**src/rtl/mem_pkg.sv**
```systemverilog
// Shared definitions for the byte-wide memory port arbiter: size codes,
// sequencer states and helpers for byte counts and load extension.
package mem_pkg;

  localparam logic [1:0] SZ_B = 2'b00;
  localparam logic [1:0] SZ_H = 2'b01;
  localparam logic [1:0] SZ_W = 2'b10;

  typedef enum logic [1:0] {
    ST_IDLE = 2'd0,
    ST_RD   = 2'd1,
    ST_WR   = 2'd2
  } state_t;

  // The reserved size code 2'b11 falls through to a full word.
  function automatic logic [2:0] size_bytes(input logic [1:0] size);
    logic [2:0] n;
    case (size)
      SZ_B:    n = 3'd1;
      SZ_H:    n = 3'd2;
      default: n = 3'd4;
    endcase
    return n;
  endfunction

  function automatic logic [31:0] extend_load(input logic [31:0] raw,
                                              input logic [2:0]  nbytes,
                                              input logic        sext);
    logic [31:0] v;
    case (nbytes)
      3'd1:    v = {{24{sext & raw[7]}}, raw[7:0]};
      3'd2:    v = {{16{sext & raw[15]}}, raw[15:0]};
      default: v = raw;
    endcase
    return v;
  endfunction

endpackage

```
**src/rtl/mem_prio_arb.sv**
```systemverilog
// Fixed-priority grant logic for the memory port: the load/store unit wins
// unless the fetch path has been passed over STARVE_MAX times in a row.
module mem_prio_arb
  import mem_pkg::*;
#(
  parameter int STARVE_MAX = 4
) (
  input  logic clk,
  input  logic rst,
  input  logic i_en,
  input  logic i_idle,
  input  logic i_if_req,
  input  logic i_ls_req,
  input  logic i_flush,
  input  logic i_if_done,
  input  logic i_ls_done,
  output logic o_grant_if,
  output logic o_grant_ls
);

  localparam int CW = (STARVE_MAX < 1) ? 1 : $clog2(STARVE_MAX + 1);
  localparam logic [CW-1:0] STARVE_LIM = CW'(STARVE_MAX);

  logic [CW-1:0] r_starve;
  logic          w_if_elig;
  logic          w_ls_elig;
  logic          w_starved;

  // A requester whose done is showing this cycle is still holding its
  // request for one more cycle and must not be granted again.
  always_comb begin
    w_if_elig  = i_idle & i_if_req & ~i_if_done & ~i_flush;
    w_ls_elig  = i_idle & i_ls_req & ~i_ls_done;
    w_starved  = (r_starve == STARVE_LIM);
    o_grant_if = w_if_elig & (~w_ls_elig | w_starved);
    o_grant_ls = w_ls_elig & ~o_grant_if;
  end

  always_ff @(posedge clk) begin
    if (rst) begin
      r_starve <= '0;
    end else if (i_en) begin
      if (!i_if_req || o_grant_if) begin
        r_starve <= '0;
      end else if (o_grant_ls && !w_starved) begin
        r_starve <= r_starve + CW'(1);
      end
    end
  end

endmodule

```
**src/rtl/mem_arbiter.sv**
```systemverilog
// Shares the byte-wide RAM/IO port between instruction fetch and load/store,
// sequencing multi-byte accesses and assembling little-endian read data.
module mem_arbiter
  import mem_pkg::*;
#(
  parameter int ADDR_W     = 32,
  parameter int STARVE_MAX = 4
) (
  input  logic              clk,
  input  logic              rst,
  input  logic              rdy,
  input  logic [7:0]        ram_din,
  input  logic              io_buffer_full,
  output logic [7:0]        ram_dout,
  output logic [ADDR_W-1:0] ram_addr,
  output logic              ram_wr,
  input  logic              if_req,
  input  logic [ADDR_W-1:0] if_addr,
  output logic              if_done,
  output logic [31:0]       if_data,
  input  logic              flush,
  input  logic              ls_req,
  input  logic              ls_we,
  input  logic [1:0]        ls_size,
  input  logic              ls_sext,
  input  logic [ADDR_W-1:0] ls_addr,
  input  logic [31:0]       ls_wdata,
  output logic              ls_done,
  output logic [31:0]       ls_rdata
);

  state_t              r_state;
  state_t              w_state_nxt;
  logic [ADDR_W-1:0]   r_base;
  logic [2:0]          r_n;
  logic                r_is_if;
  logic                r_sext;
  logic [31:0]         r_wdata;
  logic [2:0]          r_cnt;
  logic [31:0]         r_buf;
  logic [ADDR_W-1:0]   r_ram_addr;
  logic [7:0]          r_ram_dout;
  logic                r_ram_wr;
  logic                r_if_done;
  logic [31:0]         r_if_data;
  logic                r_ls_done;
  logic [31:0]         r_ls_rdata;

  logic                w_idle;
  logic                w_grant_if;
  logic                w_grant_ls;
  logic [2:0]          w_step;
  logic [1:0]          w_cap_idx;
  logic                w_rd_last;
  logic                w_if_abort;
  logic                w_wr_last;
  logic [31:0]         w_asm;

  mem_prio_arb #(
    .STARVE_MAX (STARVE_MAX)
  ) u_prio_arb (
    .clk        (clk),
    .rst        (rst),
    .i_en       (rdy),
    .i_idle     (w_idle),
    .i_if_req   (if_req),
    .i_ls_req   (ls_req),
    .i_flush    (flush),
    .i_if_done  (r_if_done),
    .i_ls_done  (r_ls_done),
    .o_grant_if (w_grant_if),
    .o_grant_ls (w_grant_ls)
  );

  // In RD, r_cnt counts edges since the grant, so w_step is the index j of
  // the upcoming edge E(j); byte j-2 arrives on ram_din in front of it.
  always_comb begin
    w_idle     = (r_state == ST_IDLE);
    w_step     = r_cnt + 3'd1;
    w_cap_idx  = 2'(r_cnt - 3'd1);
    w_rd_last  = (r_state == ST_RD) && (w_step == (r_n + 3'd1));
    w_if_abort = (r_state == ST_RD) && r_is_if && flush;
    w_wr_last  = (r_state == ST_WR) && (r_cnt == r_n);
  end

  // The last byte is merged straight from ram_din so data and done leave
  // on the same edge.
  always_comb begin
    w_asm = r_buf;
    case (r_n)
      3'd1:    w_asm[7:0]   = ram_din;
      3'd2:    w_asm[15:8]  = ram_din;
      default: w_asm[31:24] = ram_din;
    endcase
  end

  // NOTE: every signal of a combinational block takes a default before the
  // case statement, so no path leaves it unassigned and no latch is inferred.
  always_comb begin
    w_state_nxt = r_state;
    case (r_state)
      ST_IDLE: begin
        if (w_grant_ls) begin
          w_state_nxt = ls_we ? ST_WR : ST_RD;
        end else if (w_grant_if) begin
          w_state_nxt = ST_RD;
        end
      end
      ST_RD: begin
        if (w_if_abort || w_rd_last) begin
          w_state_nxt = ST_IDLE;
        end
      end
      ST_WR: begin
        if (w_wr_last) begin
          w_state_nxt = ST_IDLE;
        end
      end
      default: w_state_nxt = ST_IDLE;
    endcase
  end

  always_ff @(posedge clk) begin
    if (rst) begin
      r_state <= ST_IDLE;
    end else if (rdy) begin
      r_state <= w_state_nxt;
    end
  end

  // NOTE: sequential state uses non-blocking assignments only, so every
  // register here sees the pre-edge value of every other register.
  always_ff @(posedge clk) begin
    if (rst) begin
      r_base     <= '0;
      r_n        <= '0;
      r_is_if    <= 1'b0;
      r_sext     <= 1'b0;
      r_wdata    <= '0;
      r_cnt      <= '0;
      r_buf      <= '0;
      r_ram_addr <= '0;
      r_ram_dout <= '0;
      r_ram_wr   <= 1'b0;
      r_if_done  <= 1'b0;
      r_if_data  <= '0;
      r_ls_done  <= 1'b0;
      r_ls_rdata <= '0;
    end else if (!rdy) begin
      r_ram_wr <= 1'b0;
    end else begin
      r_if_done <= 1'b0;
      r_ls_done <= 1'b0;
      r_ram_wr  <= 1'b0;
      case (r_state)
        ST_IDLE: begin
          if (w_grant_ls) begin
            r_base     <= ls_addr;
            r_n        <= size_bytes(ls_size);
            r_is_if    <= 1'b0;
            r_sext     <= ls_sext;
            r_wdata    <= ls_wdata;
            r_cnt      <= '0;
            r_buf      <= '0;
            r_ram_addr <= ls_addr;
          end else if (w_grant_if) begin
            r_base     <= if_addr;
            r_n        <= 3'd4;
            r_is_if    <= 1'b1;
            r_sext     <= 1'b0;
            r_cnt      <= '0;
            r_buf      <= '0;
            r_ram_addr <= if_addr;
          end
        end
        ST_RD: begin
          if (!w_if_abort) begin
            r_cnt <= w_step;
            if (w_step < r_n) begin
              r_ram_addr <= r_base + ADDR_W'(w_step);
            end
            if (w_step >= 3'd2) begin
              r_buf[{w_cap_idx, 3'b000} +: 8] <= ram_din;
            end
            if (w_rd_last) begin
              if (r_is_if) begin
                r_if_done <= 1'b1;
                r_if_data <= w_asm;
              end else begin
                r_ls_done  <= 1'b1;
                r_ls_rdata <= extend_load(w_asm, r_n, r_sext);
              end
            end
          end
        end
        ST_WR: begin
          if (w_wr_last) begin
            r_ls_done <= 1'b1;
          end else if (!io_buffer_full) begin
            r_ram_wr   <= 1'b1;
            r_ram_addr <= r_base + ADDR_W'(r_cnt);
            r_ram_dout <= r_wdata[{r_cnt[1:0], 3'b000} +: 8];
            r_cnt      <= r_cnt + 3'd1;
          end
        end
        default: ;
      endcase
    end
  end

  assign ram_addr = r_ram_addr;
  assign ram_dout = r_ram_dout;
  assign ram_wr   = r_ram_wr;
  assign if_done  = r_if_done;
  assign if_data  = r_if_data;
  assign ls_done  = r_ls_done;
  assign ls_rdata = r_ls_rdata;

endmodule

```
**config.mk**
```make
export PLATFORM = sky130hd
export DESIGN_NAME = mem_arbiter
export DESIGN_NICKNAME = d
export VERILOG_FILES = /design/src/rtl/mem_pkg.sv /design/src/rtl/mem_prio_arb.sv /design/src/rtl/mem_arbiter.sv
export SDC_FILE = /design/constraint.sdc
export NUM_CORES = 1
export LEC_CHECK = 0
export ABC_AREA = 1
export CAP_MARGIN = 20
export CORE_ASPECT_RATIO = 1.4
export CORE_MARGIN = 3
export CORE_UTILIZATION = 54
export DETAILED_ROUTE_END_ITERATION = 16
export DONT_BUFFER_PORTS = 1
export PLACE_DENSITY = 0.69
export SLEW_MARGIN = 10
export SYNTH_ARGS = -nofsm -noshare
export SYNTH_HDL_FRONTEND = slang
export SYNTH_SLANG_ARGS = --single-unit
export TNS_END_PERCENT = 30
```
**constraint.sdc**
```tcl
create_clock -name clk -period 3.78 [get_ports clk]
set_input_delay 0.756 -clock clk [delete_from_list [all_inputs] [get_ports clk]]
set_output_delay 0.756 -clock clk [all_outputs]
set_load 0.02 [all_outputs]
```
* Word-level counts from Yosys, hierarchy flattened
Index checks and enable logic that the tools add are counted.
** Cells by class
- Multiplexer cells :: 48
- Bitwise operators :: 21
- Equal/unequal tests :: 16
- Add/subtract/negate cells :: 7
- $lt $le $gt $ge :: 2
- Shift operators :: 3
- Reduce and logical (&&, ||, !) cells :: 27
** Operators by type and width (count)
- $mux W32 :: 10
- $pmux W32 S2 :: 2
- $pmux W32 S3 :: 1
- $add A32 B3 Y32 :: 2
- $bwmux W32 :: 1
- $shift A8 B7 Y32 const A :: 1
- $shiftx A32 B6 Y8 :: 1
- $shiftx A8 B7 Y32 :: 1
- $mux W3 :: 9
- $mux W8 :: 3
- $reduce_and A5 Y1 :: 3
- $mux W1 :: 13
- $not A1 Y1 :: 11
- $mux W2 :: 5
- $add A3 B1 Y3 const B :: 3
- $and A1 B1 Y1 :: 9
- $pmux W3 S3 :: 1
- $ne A2 B2 Y1 const B :: 4
- $reduce_and A4 Y1 :: 2
- $neg A5 Y7 :: 1
- $reduce_and A7 Y1 :: 1
- $eq A3 B3 Y1 :: 2
- $ne A2 B1 Y1 const B :: 3
- $pmux W2 S3 :: 1
- 23 further kinds :: 34
** Word-level totals
- Register bits :: 216
- Logic and storage cells :: 140
- Output and inout port bits :: 107
- Input bits :: 115

* Depth between registers and ports, before layout
- Depth after elaboration :: 11
- Gate-level depth with buffers :: 18
- Mapped depth without buffers :: 16

* Cells and area by module
A second synthesis with hierarchy kept.
** Second synthesis, totals
- Cells, all modules :: 1653
- Area, all modules :: 11084.4 um2
** By module, submodules not included
- mem_arbiter :: instances 1, area an instance 10840.4 um2, seq. area each 4264.1 um2, cells each 1609
- mem_prio_arb :: instances 1, area an instance 244.0 um2, seq. area each 60.1 um2, cells each 44

* Worst setup path after synthesis
No wires, ideal clock.
- Path kind :: reg2reg
- Start point :: reg r_cnt[1]
- End point :: reg r_ram_addr[22], in the netlist ram_addr[22]
- Cell stages (with the launch flop) :: 17
- Data required time :: 3663 ps
- Setup time :: 117 ps
- Setup slack :: 636 ps
- Period minus slack after synthesis :: 3144 ps
- Buffers on the path :: 2
- Arrival time :: 3027 ps
- Path through :: dfxtp_1 -> clkbuf_1 -> clkbuf_1 -> inv_1 -> ha_1 -> inv_1 -> o21ai_0 -> inv_1 -> fa_1 -> o21ai_1 -> nand2_1 -> nor2_1 -> nand3_1 -> nand2_1 -> nor2_1 -> nor2_1 -> nor2_1
** On the way
- Cells in the longest elaborated chain, start to end :: 5
- Elaborated cells on any way between the ends :: 14
- Those cells by class :: 3 x add/sub; 1 x order compare; 3 x eq/ne; 5 x mux; 2 x reduce/logical
** RTL lines
- start, declared :: line mem_arbiter.sv:39 : logic [2:0] r_cnt;
- start signal, assigned :: line mem_arbiter.sv:178 : r_cnt <= w_step;
- start signal, assigned :: line mem_arbiter.sv:203 : r_cnt <= r_cnt + 3'd1;
- $add A3 B1 Y3 :: line mem_arbiter.sv:79 : w_step = r_cnt + 3'd1;
- $add A32 B3 Y32 :: line mem_arbiter.sv:180 : r_ram_addr <= r_base + ADDR_W'(w_step);
- $mux W32 :: line mem_arbiter.sv:179 : if (w_step < r_n) begin
- $mux W32 :: line mem_arbiter.sv:177 : if (!w_if_abort) begin
- $pmux W32 S3 :: line mem_arbiter.sv:155 : case (r_state)
- end signal, assigned :: line mem_arbiter.sv:165 : r_ram_addr <= ls_addr;
- end signal, assigned :: line mem_arbiter.sv:173 : r_ram_addr <= if_addr;
- end signal, assigned :: line mem_arbiter.sv:180
- end, declared :: line mem_arbiter.sv:41 : logic [ADDR_W-1:0] r_ram_addr;
Several ways; a longest one is shown, not always the timed one. The select of a mux whose other input is x is not followed.
A chain may end at the register's enable or synchronous reset.

* Worst setup path after layout
- Start point :: reg r_cnt[0]
- End point :: reg r_ram_addr[11], in the netlist ram_addr[11]
Same word-level chain as after synthesis.

==> summary by stage <==
Timing
The worst clock skew is 0.0151 ns. The hold violation count in the final report was 0. Setup violations remaining at the end of the flow were counted as 0.

After layout, the worst setup slack is 0.651 ns. For the final routed database, the setup TNS stands at 0 ns. Static timing analysis puts the maximum clock frequency at 320 MHz. Setup repair after global routing left no endpoint under its margin.

The ratio of final minimum period to clock period is 0.828. The number of slew-limit violations in the final report is 0. After layout, the minimum clock period comes to 3.13 ns. The worst pin sits at a relative slew slack of 0.414. At the pin with the least slew margin, the transition time is 0.873 ns.

Route
The detail route stage leaves a number of antenna-violating nets equal to 0. In the final routed layout, each cell accounts on average for 16.1 um. The number of remaining DRC errors is 0.

The total routed wirelength is 30.3 mm. The starting DRC count in detailed routing is 640. The routed layout has 10,100 vias. The pre-antenna-repair detailed-routing pass consisted of 5 iterations. The detail-routed via count per cell is 5.37.

Global route
For this run the aggregate overflow at the end of global routing stands at 0. The initial antenna violation count is 0. The total track usage is 0.270. Entering global routing, the biggest net connects 107 pins. The first-pass GRT wire length is 49.0 mm. The number of global-route vias before repair is 9,784.

Die
The number of ports placed on the die boundary is 222. The die covers 21,800 um^2. The effective utilization at floorplan is 0.558. The die is 126 um wide. The row count is 60.

Measured along the y axis, the die boundary spans 174 um. The floorplan core area is 19,400 um^2.

Synthesis
The count of flip-flops with a built-in enable after synthesis is 0. After synthesis, the mean cell area works out to 6.53 um^2. The count of distinct cell types in the synthesized netlist is 43. During synthesis, Yosys emitted a total of 0 warnings. The share of the Yosys chip area taken by registers is 0.399. Counting flops and latches in the post-synthesis netlist gives 216. By area the synthesized netlist is led by sky130_fd_sc_hd__dfxtp_1, sky130_fd_sc_hd__nand2_1, sky130_fd_sc_hd__nor2_1. The top cell type by total area after synthesis is sky130_fd_sc_hd__dfxtp_1. The area of the mapped netlist is 10,800 um^2. The number of instances in the synthesized netlist is 1,660. The most frequently used flop master after synthesis is sky130_fd_sc_hd__dfxtp_1. After synthesis, the share of flip-flops with an asynchronous set or reset is 0. The share of synthesized area in the top cell type comes to 0.399. The net count of the mapped netlist is 1,795.

Placement
Once detailed placement completed, the half-perimeter wirelength came to 21.9 mm. The number of port buffers is 0. The cell count after placement is 1,846. Routability-driven placement finished with a final weighted congestion of 0.890. The placement-stage worst setup slack is 0.714 ns.

Clocking
The later pin in the worst-skew pair is clocked with a latency of 0.51 ns. The number of CTS-inserted buffers is 23. The CTS tree is built.

The master cell of the clock root buffer is sky130_fd_sc_hd__clkbuf_16. In this run the number of H-tree levels came out at 1. Post-CTS repair changed the size of 0 cells.

The number of buffers on the longest clock path is 3. Clock-pin slew was measured on the worst setup and hold paths at 0.06 ns. For this design, the CTS-stage hold fixing added 0 buffers. The number of setup buffers added after CTS is 0.

The clock sink count is 216.

Min path
The tightest min-delay check is of the in2reg type. Along the worst hold path, the cell count comes to 1.

Final layout
The count of non-filler cells in the finished layout is 1,887. The final net count is 1,758. The final antenna diode count is 0. The layout-stage area growth over the synthesis result is 8.17%. Leaving out fill and tap cells, the most frequent cell in the layout is sky130_fd_sc_hd__nand2_1. The fraction of final layout cells sized beyond drive strength 1 is 0.0616.

The top cell types in the final layout, fill and taps aside, are sky130_fd_sc_hd__nand2_1, sky130_fd_sc_hd__nor2_1, sky130_fd_sc_hd__dfxtp_1.

Critical path
Across all register-to-register paths, the minimum setup slack is 0.65 ns. At the worst endpoint, the required time is 4.18 ns. The worst setup path is captured at a flip-flop. The type of the worst setup path is reg2reg.

The arrival time of the worst setup path is 3.53 ns. Measured in cells, the most critical reg-to-reg path has a length of 14. STA classifies the critical path startpoint as a flip-flop. Of all nets on the critical path, the largest fanout is 30.

Outcome
The run finished with clean final reports.

Power and ir drop
The worst IR drop on VDD is 0.328 mV. In this run the static leakage power is 4.98 nW. Power spread over the standard cell area amounts to 644 nW/um^2.

Job
The tool flagged a number of max-cap violations equal to 0.
[kinds of logic (layout without fill, tap and decap cells)]
kind of cell / Yosys count / count (layout) / synth area share
mux: 7 / 7 / 0.00646
buf+inv: 233 / 212 / 0.0849
simple gates: 829 / 829 / 0.309
flops: 216 / 216 / 0.399
compound gates: 348 / 348 / 0.170
fa+ha+maj: 20 / 20 / 0.0238
xor+xnor: 7 / 7 / 0.00635
[power breakdown]
| part | switching [W] | internal (W) |
|---|---|---|
| clock network | 0.000920 | 0.00137 |
| logic | 0.00149 | 0.000708 |
| registers | 0.000434 | 0.00262 |
| total | 0.00284 | 0.00470 |
[synth_stat cells, types with 3 or more instances]
cell	count
sky130_fd_sc_hd__nor2_2	4
sky130_fd_sc_hd__nor3_1	3
sky130_fd_sc_hd__inv_1	146
sky130_fd_sc_hd__nand2_1	472
sky130_fd_sc_hd__ha_1	19
sky130_fd_sc_hd__nor2_1	228
sky130_fd_sc_hd__xnor2_1	3
sky130_fd_sc_hd__a21oi_1	151
sky130_fd_sc_hd__inv_2	5
sky130_fd_sc_hd__o21ai_1	3
sky130_fd_sc_hd__o21ai_0	162
sky130_fd_sc_hd__o211ai_1	15
sky130_fd_sc_hd__nand2_2	10
sky130_fd_sc_hd__xor2_1	3
sky130_fd_sc_hd__buf_2	19
sky130_fd_sc_hd__nand3_1	94
sky130_fd_sc_hd__mux2i_1	7
sky130_fd_sc_hd__clkbuf_1	55
sky130_fd_sc_hd__or2_2	5
sky130_fd_sc_hd__a21oi_2	11
sky130_fd_sc_hd__and2_1	3
sky130_fd_sc_hd__dfxtp_1	216
[layout make-up]
class	instances	area (um^2)
inverter	153	574
tap	248	310
multi-input combinational	1211	5600
clock inverter	9	105
sequential	216	4320
fill	1962	7720
timing repair buffer	18	148
clock buffer	32	669
[registers in the layout, indices dropped and copies added, names as in the netlist]
name and flops:
ram_wr 1, ls_rdata 32, r_wdata 32, ram_addr 32
r_cnt 3, if_data 32, r_is_if 1, ram_dout 8
r_state 2, r_buf 32, if_done 1, r_base 32
ls_done 1, r_sext 1, r_n 3, u_prio_arb.r_starve 3
[metrics by stage]
stage	area, um^2	hold slack, ns	utilization	power (W)
2_1_floorplan	10800	0.430	-	0.00473
3_3_place_gp	11000	0.443	0.563	0.00527
3_5_place_dp	11000	0.447	0.563	0.00530
4_1_cts	11700	0.302	0.603	0.00761
5_1_grt	11700	0.310	0.603	0.00807
6_report	11700	0.329	0.603	0.00755
[per-layer routing]
layer / up-vias / global-route usage / wire length, um
met5: - / 0 / 0
met2: 320 / 0.502 / 15400
li1: 5212 / - / -
met1: 4513 / 0.295 / 11600
met3: 86 / 0.0447 / 1720
met4: 0 / 0.129 / 1550
[critical path: stages (launching register included)]
cell and delay (ns):
sky130_fd_sc_hd__dfxtp_1 0.33, sky130_fd_sc_hd__buf_4 0.29, sky130_fd_sc_hd__ha_1 0.22, sky130_fd_sc_hd__inv_1 0.08, sky130_fd_sc_hd__nand2_1 0.08, sky130_fd_sc_hd__nand2_1 0.13, sky130_fd_sc_hd__o21ai_0 0.29, sky130_fd_sc_hd__ha_1 0.32
sky130_fd_sc_hd__or2_2 0.31, sky130_fd_sc_hd__nand2_1 0.22, sky130_fd_sc_hd__nor2_1 0.14, sky130_fd_sc_hd__a21oi_1 0.12, sky130_fd_sc_hd__o21ai_0 0.18, sky130_fd_sc_hd__a21oi_1 0.23, sky130_fd_sc_hd__nor2_1 0.07
[path summary, 6_finish.rpt]
check	to	from
min	ram_addr[29]	rst
max	ram_addr[11]	r_cnt[0]
max reg2reg	ram_addr[11]	r_cnt[0]
min reg2reg	r_wdata[14]	r_wdata[14]
(Power assumes the default switching activity.)
